[config.mk]
export PLATFORM = sky130hd
export DESIGN_NAME = ps2_frame_rx
export DESIGN_NICKNAME = d
export VERILOG_FILES = /design/src/rtl/ps2_frame_rx.sv
export SDC_FILE = /design/constraint.sdc
export NUM_CORES = 1
export LEC_CHECK = 0
export CAP_MARGIN = 20
export CORE_UTILIZATION = 50
export DETAILED_ROUTE_END_ITERATION = 12
export GPL_TIMING_DRIVEN = 1
export PLACE_DENSITY = 0.79
export SLEW_MARGIN = 25
export SYNTH_ARGS = -nofsm -noshare
export SYNTH_HDL_FRONTEND = slang
export SYNTH_SLANG_ARGS = --single-unit
[constraint.sdc]
create_clock -name CLOCK -period 6.2 [get_ports CLOCK]
set_clock_uncertainty 0.05 [all_clocks]
set_input_delay 1.24 -clock CLOCK [delete_from_list [all_inputs] [get_ports CLOCK]]
set_output_delay 1.24 -clock CLOCK [all_outputs]
set_load 0.01 [all_outputs]
[src/rtl/ps2_frame_rx.sv]
// PS/2 keyboard frame receiver: synchronises and de-glitches SCL/SDA, assembles
// start/8 data/odd parity/stop frames and reports each scan code or framing fault.
module ps2_frame_rx #(
  parameter int unsigned FILTER_LEN     = 4,
  parameter int unsigned TIMEOUT_CYCLES = 50000
) (
  input  logic       CLOCK,
  input  logic       RESET,
  input  logic       SDA,
  input  logic       SCL,
  output logic [7:0] RX_data,
  output logic       VALID,
  output logic       ERROR,
  output logic       BUSY
);

  localparam int unsigned FCW = (FILTER_LEN > 1) ? $clog2(FILTER_LEN) : 1;
  localparam int unsigned TW  = $clog2(TIMEOUT_CYCLES + 1);

  localparam logic [1:0] StIdle   = 2'd0;
  localparam logic [1:0] StData   = 2'd1;
  localparam logic [1:0] StParity = 2'd2;
  localparam logic [1:0] StStop   = 2'd3;

  // Line index 0 is SCL, 1 is SDA.
  logic [1:0]     sync1_q, sync2_q, filt_q;
  logic [FCW-1:0] filt_cnt_q [2];

  always_ff @(posedge CLOCK) begin
    if (RESET) begin
      sync1_q <= 2'b11;
      sync2_q <= 2'b11;
      filt_q  <= 2'b11;
      for (int i = 0; i < 2; i++) filt_cnt_q[i] <= '0;
    end else begin
      sync1_q <= {SDA, SCL};
      sync2_q <= sync1_q;
      for (int i = 0; i < 2; i++) begin
        if (sync2_q[i] != filt_q[i]) begin
          if (filt_cnt_q[i] == FCW'(FILTER_LEN - 1)) begin
            filt_q[i]     <= sync2_q[i];
            filt_cnt_q[i] <= '0;
          end else begin
            filt_cnt_q[i] <= filt_cnt_q[i] + 1'b1;
          end
        end else begin
          filt_cnt_q[i] <= '0;
        end
      end
    end
  end

  logic          scl_prev_q;
  logic          fall;
  logic          sda_f;
  logic [1:0]    state_q, state_d;
  logic [2:0]    bit_cnt_q, bit_cnt_d;
  logic [7:0]    shift_q, shift_d;
  logic          parity_q, parity_d;
  logic [TW-1:0] timer_q, timer_d;
  logic [7:0]    rx_data_q, rx_data_d;
  logic          valid_q, valid_d;
  logic          error_q, error_d;

  assign fall  = scl_prev_q & ~filt_q[0];
  assign sda_f = filt_q[1];

  always_comb begin
    state_d   = state_q;
    bit_cnt_d = bit_cnt_q;
    shift_d   = shift_q;
    parity_d  = parity_q;
    timer_d   = timer_q;
    rx_data_d = rx_data_q;
    valid_d   = 1'b0;
    error_d   = 1'b0;
    if (state_q == StIdle) begin
      if (fall) begin
        if (!sda_f) begin
          state_d   = StData;
          bit_cnt_d = 3'd0;
          timer_d   = TW'(TIMEOUT_CYCLES);
        end else begin
          error_d = 1'b1;
        end
      end
    end else if (fall) begin
      timer_d = TW'(TIMEOUT_CYCLES);
      unique case (state_q)
        StData: begin
          shift_d = {sda_f, shift_q[7:1]};
          if (bit_cnt_q == 3'd7) begin
            bit_cnt_d = 3'd0;
            state_d   = StParity;
          end else begin
            bit_cnt_d = bit_cnt_q + 3'd1;
          end
        end
        StParity: begin
          parity_d = sda_f;
          state_d  = StStop;
        end
        StStop: begin
          state_d = StIdle;
          if (sda_f && (^{shift_q, parity_q})) begin
            rx_data_d = shift_q;
            valid_d   = 1'b1;
          end else begin
            error_d = 1'b1;
          end
        end
        default: state_d = StIdle;
      endcase
    end else if (timer_q <= TW'(1)) begin
      // Stalled frame: drop it and wait for a fresh start bit.
      state_d = StIdle;
      timer_d = '0;
      error_d = 1'b1;
    end else begin
      timer_d = timer_q - TW'(1);
    end
  end

  always_ff @(posedge CLOCK) begin
    if (RESET) begin
      scl_prev_q <= 1'b1;
      state_q    <= StIdle;
      bit_cnt_q  <= '0;
      shift_q    <= '0;
      parity_q   <= 1'b0;
      timer_q    <= '0;
      rx_data_q  <= '0;
      valid_q    <= 1'b0;
      error_q    <= 1'b0;
    end else begin
      scl_prev_q <= filt_q[0];
      state_q    <= state_d;
      bit_cnt_q  <= bit_cnt_d;
      shift_q    <= shift_d;
      parity_q   <= parity_d;
      timer_q    <= timer_d;
      rx_data_q  <= rx_data_d;
      valid_q    <= valid_d;
      error_q    <= error_d;
    end
  end

  assign RX_data = rx_data_q;
  assign VALID   = valid_q;
  assign ERROR   = error_q;
  assign BUSY    = (state_q != StIdle);

endmodule

Word level (Yosys, flattened, before mapping)

Memories as Yosys holds them, arrays and structs flattened.
Index checks and enable logic that the tools add are counted.

Multiply operators: 0
Muxes and demuxes: 56
$lt $le $gt $ge: 1
Reductions and logical operators: 15
Divide/modulo/power cells: 0
Bitwise gates (word level): 11
Equal/unequal tests: 11
Add/subtract/negate cells: 4
Shift operators: 0

Operator list:

| operator                                                               | count |
|---|---|
| 16-bit two-way mux                                                     | 5 |
| 1-bit two-way mux                                                      | 32 |
| 2-bit two-way mux                                                      | 12 |
| 3-bit two-way mux                                                      | 6 |
| 16-bit by 1-bit <= comparator with 1-bit output, second input constant | 1 |
| 16-bit by 1-bit subtractor with 16-bit output, second input constant   | 1 |
| 3-bit AND reduction                                                    | 3 |
| 9-bit XOR reduction                                                    | 1 |
| 2-bit equality test, second input constant                             | 4 |
| 4-bit AND reduction                                                    | 2 |
| 1-bit bitwise OR                                                       | 6 |
| 2-bit AND reduction                                                    | 3 |
| 2-bit nonzero test                                                     | 3 |
| 2-bit by 1-bit adder with 2-bit output, second input constant          | 2 |
| 2-bit inequality test, second input constant                           | 2 |
| 4-bit inequality test, second input constant                           | 1 |
| 1-bit NOT                                                              | 4 |
| 2-bit case mux with 2 select lines                                     | 1 |
| 4-bit OR reduction                                                     | 1 |
| 3-bit by 1-bit adder with 3-bit output, second input constant          | 1 |
| 3-bit equality test, second input constant                             | 1 |
| 2-bit by 1-bit equality test with 1-bit output, second input constant  | 1 |
| 2-bit zero test                                                        | 1 |
| 1-bit inequality test                                                  | 2 |
| 2 further kinds                                                        | 2 |

RAM bits: 4
Flip-flop bits (word level): 47
Latch bits: 0
ROM bits: 0
Memories kept: 1
Word-level logic and storage cells: 112

Memories:

| memory     | depth | bits a word | rd ports | clocked after memory_dff | write ports | line | source |
|---|---|---|---|---|---|---|---|
| filt_cnt_q | 2     | 2           | 2        | 0                        | 2           | 27   | `logic [FCW-1:0] filt_cnt_q [2];` |

Depth between registers and ports, before layout

Gate-level depths: netlist (run 1).

Word-level depth: 8
Mapped depth: 9
Gate-level depth less buffers: 7

Least setup slack after synthesis (run 1)

Ideal clock, no wire load.

Kind: register to output
Start point: register state_q[0]
End point: output BUSY
Required time: 4910 ps
Setup slack: 4007 ps
Data arrival time: 903 ps
Stages on the path, launching flop included: 5
Path buffers: 1
Cell sequence: dfxtp_1 inv_1 ha_1 clkbuf_8 inv_1

Cells in the longest elaborated chain, start to end: 1

Ends and longest elaborated chain:

| element                | line | source |
|---|---|---|
| from (decl)            | 56   | `logic [1:0] state_q, state_d;` |
| from (signal assigned) | 127  | `state_q <= StIdle;` |
| from (signal assigned) | 137  | `state_q <= state_d;` |
| 2-bit nonzero test     | 151  | `assign BUSY = (state_q != StIdle);` |
| to (decl)              | 14   | `output logic BUSY` |

No other way between the ends.

Worst setup path in the final report (run 1)

Ends and elaborated chain as after synthesis.

==> implementation parameters, run 1 <==
Parameter                              Value

Placed design
  Cell area after placement    2620 um^2
  Post-detail-place hpwl    3140 um
  PortBufs    14
  Setup slack at placement    3430 ps
  Routability congestion estimate    0.850

Finish
  Area overhead of the layout relative to synthesis    10.8%
  Total Nets Final    303
  Flip-flop and latch area    1060 um^2
  Area occupied by multi-input gates    1290 um^2
  Area of all placed cells without fillers    2730 um^2
  Filler instances    442
  Proportion of layout cells with a drive suffix above 1    6.90%
  Antenna cells    0

Drt
  Mean number of vias per cell    5.53
  First-iteration detailed-routing DRC count    99
  Number of detailed-routing iterations run before antenna repair    4
  # DRC    0
  Final wirelength    4700 um
  Vias after detailed routing    1973
  Antenna Violating Nets Remaining    0
  Average wire length per cell after detail routing    13.2 um

Clocking
  Clock latency of the later-clocked register in the worst-skew pair    310 ps
  CTS H-tree depth    2
  TritonCTS clock tree    built
  CTS Buf Count    5
  CTS Hold Bufs    0
  Clock slew at the register clock pins of the worst setup and hold paths    90 ps
  Buffers inserted during post-CTS setup optimization    0
  Maximum number of buffers from clock root to sink    2
  Root buffer cell    sky130_fd_sc_hd__clkbuf_8
  Number of cells upsized or downsized after cts    0
  Clock sink count    51

Power
  Int Pwr    464 uW
  PnR Total Power    645 uW
  Worst IR Drop VDD    0.162 mV
  Fraction of power consumed by combinational cells    14.4%
  Power density normalized to cell area    236 nW/um^2
  Proportion of total power due to net switching    28.1%
  Pleak    1.01 nW
  Part of the power in the clock network    31.9%
  Sequential share of power    53.8%
  Sw power    182 uW

Timing
  Max frequency    0.318 GHz
  RSZ-0062 raised after global routing    no
  Final critical-path required period    3150 ps
  Setup-violating endpoint count in the final report    0
  Final slew viol count    0
  Minimum setup slack in the final design    3050 ps
  Final total negative setup slack    0 ps
  Hold Vio Cnt, Final    0
  Worst slew margin relative to its limit    36.6%
  Final Cycle Share    50.8%
  Tightest Pin Transition    942 ps

Worst setup path
  Maximum single-stage delay on the critical path    570 ps
  Worst-path fanout max    9
  Setup Crit Path Kind    reg -> out
  Critical path startpoint category    flip-flop
  Family with the most delay on the worst path    buffers and inverters
  Total buffers and inverters traversed by the critical path    3
  Cell breakdown of the critical path    inv_1 > ha_1 > inv_1 > clkdlybuf4s50_1
  Crit. End Element    primary output
  Library cell appearing most often on the critical path    sky130_fd_sc_hd__inv_1
  Critical Path AT    1860 ps
  Cell at the slowest stage of the critical path    sky130_fd_sc_hd__clkdlybuf4s50_1
  Critical Path RT    4910 ps

Synthesis
  Average footprint of a synthesized cell    8.98 um^2
  Area of the mapped netlist    2460 um^2
  Fraction of synthesized cell area taken by the top area cell type    38.2%
  Proportion of synthesized flip-flops having asynchronous set or reset    0%
  Syn Inst Count    274
  Count of different cell masters after synthesis    49
  Total of flip-flops plus latches after synthesis    51
  Yosys warns    0
  Leading post-synthesis cells by cell area    sky130_fd_sc_hd__dfxtp_1, sky130_fd_sc_hd__a21oi_1, sky130_fd_sc_hd__nand2_1, sky130_fd_sc_hd__ha_1, sky130_fd_sc_hd__edfxtp_1
  Most numerous cell in the Yosys netlist    sky130_fd_sc_hd__dfxtp_1
  Part of the Yosys area used for sequential elements    43.1%
  Post-synth EDFFs    4
  Main synth FF type    sky130_fd_sc_hd__dfxtp_1
  Synth area leader    sky130_fd_sc_hd__dfxtp_1
  Leading cell types by count after synthesis    sky130_fd_sc_hd__dfxtp_1, sky130_fd_sc_hd__nand2_1, sky130_fd_sc_hd__a21oi_1, sky130_fd_sc_hd__nor2_1, sky130_fd_sc_hd__o21ai_0

GRT
  Global-route usage over all layers    19.7%
  First-pass GRT wire length    8090 um
  Initial antenna violation count    0
  Number of global-route vias before repair    1817
  Total global routing overflow    0
  Largest net degree at the start of global routing    48

Flow run
  Max capacitance violation total    0

Floorplan
  Die Area    5210 um^2
  Floorplan die height    72.2 um
  Die boundary width    72.2 um
  Top-level I/O count    15
  Count of standard-cell rows    25
  Effective utilization at floorplan    52.1%
  Total core area    4720 um^2

Run status
  Result of the run    completed

Hold path
  Worst Hold Class    reg -> reg
==> registers in the layout (all words and copies together), names as in the netlist <==
name	flops
sync1_q	2
ERROR	1
filt_q	2
RX_data	8
sync2_q	2
parity_q	1
scl_prev_q	1
filt_cnt_q	4
shift_q	8
bit_cnt_q	3
state_q	2
VALID	1
timer_q	16
==> power by group through the flow <==
stage,clock network (mW),logic [mW],registers (mW)
after floorplan,0,0.0715,0.352
after global placement,0,0.0861,0.354
after detailed placement,0,0.0891,0.354
after CTS,0.211,0.0900,0.347
after global routing,0.223,0.105,0.348
final,0.206,0.0926,0.347
==> cells in the final DEF (no fill, tap or decap), types with 2 or more instances in the layout <==
master                            instances
sky130_fd_sc_hd__o21ai_0                 13
sky130_fd_sc_hd__dfxtp_1                 47
sky130_fd_sc_hd__conb_1                   4
sky130_fd_sc_hd__a311oi_1                 5
sky130_fd_sc_hd__clkdlybuf4s50_1         14
sky130_fd_sc_hd__xnor2_1                  5
sky130_fd_sc_hd__inv_1                   12
sky130_fd_sc_hd__or2_2                    5
sky130_fd_sc_hd__mux2i_1                 11
sky130_fd_sc_hd__xnor3_1                  2
sky130_fd_sc_hd__ha_1                    10
sky130_fd_sc_hd__nand2_1                 35
sky130_fd_sc_hd__clkbuf_8                 6
sky130_fd_sc_hd__edfxtp_1                 4
sky130_fd_sc_hd__nand3_1                  3
sky130_fd_sc_hd__nand2b_1                 4
sky130_fd_sc_hd__or3_1                    4
sky130_fd_sc_hd__nor2_1                  23
sky130_fd_sc_hd__o31a_1                   2
sky130_fd_sc_hd__a22oi_1                  2
sky130_fd_sc_hd__nor3_1                  10
sky130_fd_sc_hd__nor4_1                   3
sky130_fd_sc_hd__o311ai_0                 2
sky130_fd_sc_hd__a31oi_1                  4
sky130_fd_sc_hd__a21oi_1                 30
sky130_fd_sc_hd__nand4_1                  4
==> cell type report <==
cell class,count,share of cell area [%]
tap,67,3.07
multi-input combinational,204,47.3
timing repair buffer,15,5.41
inverter,12,1.65
sequential,51,38.9
clock buffer,6,3.03
clock inverter,2,0.596
==> worst register-to-register path: stages, from the launching register on <==
cell,delay [ps]
sky130_fd_sc_hd__dfxtp_1,340
sky130_fd_sc_hd__inv_1,90
sky130_fd_sc_hd__ha_1,290
sky130_fd_sc_hd__o21bai_1,130
sky130_fd_sc_hd__nor4_1,730
sky130_fd_sc_hd__a21oi_2,370
sky130_fd_sc_hd__o311ai_0,220
sky130_fd_sc_hd__a31oi_1,130
==> stage by stage <==
step / utilization [%] / hold WS (ps) / cells
2_1_floorplan: - / 339 / 277
3_3_place_gp: 55.5 / 344 / 349
3_5_place_dp: 55.5 / 347 / 349
4_1_cts: 57.6 / 371 / 357
5_1_grt: 57.7 / 388 / 357
6_report: 57.7 / 370 / 357
==> per-layer routing <==
metal / GRT usage [%] / share of wire, % / vias to the layer above
li1: - / - / 996
met1: 24.3 / 45 / 933
met2: 33.3 / 50 / 37
met3: 4.72 / 3.9 / 7
met4: 7.63 / 1.4 / 0
met5: 0 / 0 / -
==> cell families (layout without fill, tap and decap cells) <==
logic type,Yosys count,count (layout),share of synthesized area [%]
xor gates and xnor gates,8,8,3.97
AOI/OAI and AO/OA,68,68,16.7
and+or+nand+nor,102,102,20.4
DFF,51,51,43.1
adders and majority gates,10,10,5.08
muxes,12,12,5.39
buffers and inverters,22,35,5.24
other,1,4,0.152
==> path summary, 6_finish.rpt <==
kind | start | end | slack (ps) | cells past startpoint
min reg2reg | sync1_q[0] | sync2_q[0] | 370 | 1
min | sync1_q[0] | sync2_q[0] | 370 | 1
max reg2reg | timer_q[0] | timer_q[12] | 3720 | 7
max | state_q[0] | BUSY | 3050 | 4
No activity file was read; power rests on OpenSTA's default activity.
==> run 2: changes to the inputs <==
Settings changed: PLACE_DENSITY 0.79 to 0.82.
Clock period 6.2 ns to 2.6 ns, I/O delays scaled along.
==> implementation parameters, run 2 (synthesis gave the netlist of run 1 again) <==
Parameter                              Value

Finish
  Proportion of layout cells with a drive suffix above 1    8.05%
  Most common cell after layout, fill and taps aside    sky130_fd_sc_hd__dfxtp_1
  Total Nets Final    311
  Top library cells by usage in the layout, fill and taps aside    sky130_fd_sc_hd__dfxtp_1, sky130_fd_sc_hd__nand2_1, sky130_fd_sc_hd__a21oi_1
  Filler instances    432
  Area occupied by multi-input gates    1280 um^2
  Register with the most flip-flops    timer_q
  Antenna cells    0
  Flip-flop and latch area    1060 um^2
  Area overhead of the layout relative to synthesis    12.2%
  Flip-flop count of the largest register after layout    16

GRT
  Largest net degree at the start of global routing    24
  Global-route usage over all layers    19.4%
  Total global routing overflow    0
  Initial antenna violation count    0
  Number of global-route vias before repair    1837
  First-pass GRT wire length    7990 um

Drt
  # DRC    0
  Final wirelength    4640 um
  First-iteration detailed-routing DRC count    77
  Average wire length per cell after detail routing    12.7 um
  Antenna Violating Nets Remaining    0
  Number of detailed-routing iterations run before antenna repair    4
  Mean number of vias per cell    5.35
  Vias after detailed routing    1954

Power
  Fraction of power consumed by combinational cells    15.1%
  Pleak    1.04 nW
  Part of the power in the clock network    29.1%
  Int Pwr    1.08 mW
  PnR Total Power    1.48 mW
  Worst IR Drop VDD    0.287 mV
  Power density normalized to cell area    537 nW/um^2
  Proportion of total power due to net switching    26.8%
  Sequential share of power    55.8%
  Sw power    397 uW

Clocking
  TritonCTS clock tree    built
  Maximum number of buffers from clock root to sink    2
  Number of cells upsized or downsized after cts    0
  Root buffer cell    sky130_fd_sc_hd__clkbuf_8
  Clock latency of the later-clocked register in the worst-skew pair    300 ps
  CTS H-tree depth    2
  Clock slew at the register clock pins of the worst setup and hold paths    90 ps
  Buffers inserted during post-CTS setup optimization    0
  CTS Buf Count    5
  CTS Hold Bufs    0
  Clock sink count    51

Worst setup path
  Worst-path fanout max    9
  Critical Path AT    1870 ps
  Setup Crit Path Kind    reg -> out
  Critical Path RT    2030 ps
  Crit. End Element    primary output
  Critical path startpoint category    flip-flop

Floorplan
  Floorplan die height    72.2 um
  Count of standard-cell rows    25
  Top-level I/O count    15
  Die boundary width    72.2 um
  Total core area    4720 um^2
  Die Area    5210 um^2
  Effective utilization at floorplan    52.1%

Run status
  Result of the run    completed

Timing
  Final slew viol count    0
  Setup-violating endpoint count in the final report    0
  Hold Vio Cnt, Final    0
  RSZ-0062 raised after global routing    no
  Hold slack final    371 ps
  Final critical-path required period    2440 ps
  Max frequency    0.409 GHz
  Final total negative setup slack    0 ps
  Worst slew margin relative to its limit    49.9%
  Final Cycle Share    94.0%
  Tightest Pin Transition    747 ps

Placed design
  PortBufs    14
  Routability congestion estimate    0.864
  Post-detail-place hpwl    3210 um

Flow run
  Max capacitance violation total    0

Hold path
  Worst Hold Class    reg -> reg
run 2: changes by cell type in the layout (fill, tap and decap cells not counted):
cell | previous run | this run
sky130_fd_sc_hd__a21oi_1 | 30 | 31
sky130_fd_sc_hd__a21oi_2 | 1 | 0
sky130_fd_sc_hd__buf_4 | 1 | 9
sky130_fd_sc_hd__clkbuf_1 | 0 | 2
sky130_fd_sc_hd__clkbuf_8 | 6 | 5
sky130_fd_sc_hd__clkinv_2 | 0 | 1
sky130_fd_sc_hd__clkinv_4 | 1 | 0
sky130_fd_sc_hd__clkinvlp_4 | 1 | 0
sky130_fd_sc_hd__nor3_1 | 10 | 11
sky130_fd_sc_hd__nor3_2 | 1 | 0
run 2: stage by stage:
| step | worst slack, ps | cell area (um^2) | util, % | std cells |
|---|---|---|---|---|
| final | 156 | 2760 | 58.5 | 365 |
| after global routing | 82.8 | 2760 | 58.5 | 365 |
| after CTS | 178 | 2760 | 58.5 | 365 |
| after detailed placement | 318 | 2680 | 56.7 | 357 |
| after global placement | 424 | 2680 | 56.7 | 357 |
| after floorplan | 483 | 2470 | - | 277 |
run 2: metal layers:
metal  vias to the layer above  wire length, um  track usage [%]
li1                       1012                -                -
met1                       910             2190             23.3
met2                        28             2250             34.0
met3                         4              130             4.31
met4                         0               66             7.41
met5                         -                0                0
run 2: worst paths after layout:
| kind | from | to | slack [ps] | depth (start not counted) |
|---|---|---|---|---|
| worst min register to register | sync1_q[1] | sync2_q[1] | 370 | 1 |
| worst max register to register | state_q[0] | RX_data[6] | 280 | 7 |
| worst max-delay path | state_q[0] | BUSY | 160 | 4 |
| worst min-delay path | sync1_q[1] | sync2_q[1] | 370 | 1 |
run 2: power by group through the flow:
stage	combinational [mW]	clock [mW]	sequential, mW
after detailed placement	0.219	0	0.845
after global placement	0.215	0	0.843
final	0.223	0.432	0.827
after global routing	0.252	0.472	0.830
after floorplan	0.170	0	0.839
after CTS	0.221	0.444	0.826
run 2: layout make-up:
cell class                 instances  area share, %
inverter                          12           1.63
timing repair buffer              23           7.52
clock inverter                     1          0.181
multi-input combinational        204           46.4
tap                               67           3.04
sequential                        51           38.4
clock buffer                       7           2.76
run 2: worst max-delay path, cell delays in order, from the launching register on:
cell and delay (ps):
sky130_fd_sc_hd__dfxtp_1 410, sky130_fd_sc_hd__inv_1 100, sky130_fd_sc_hd__ha_1 310, sky130_fd_sc_hd__inv_1 210, sky130_fd_sc_hd__clkdlybuf4s50_1 570
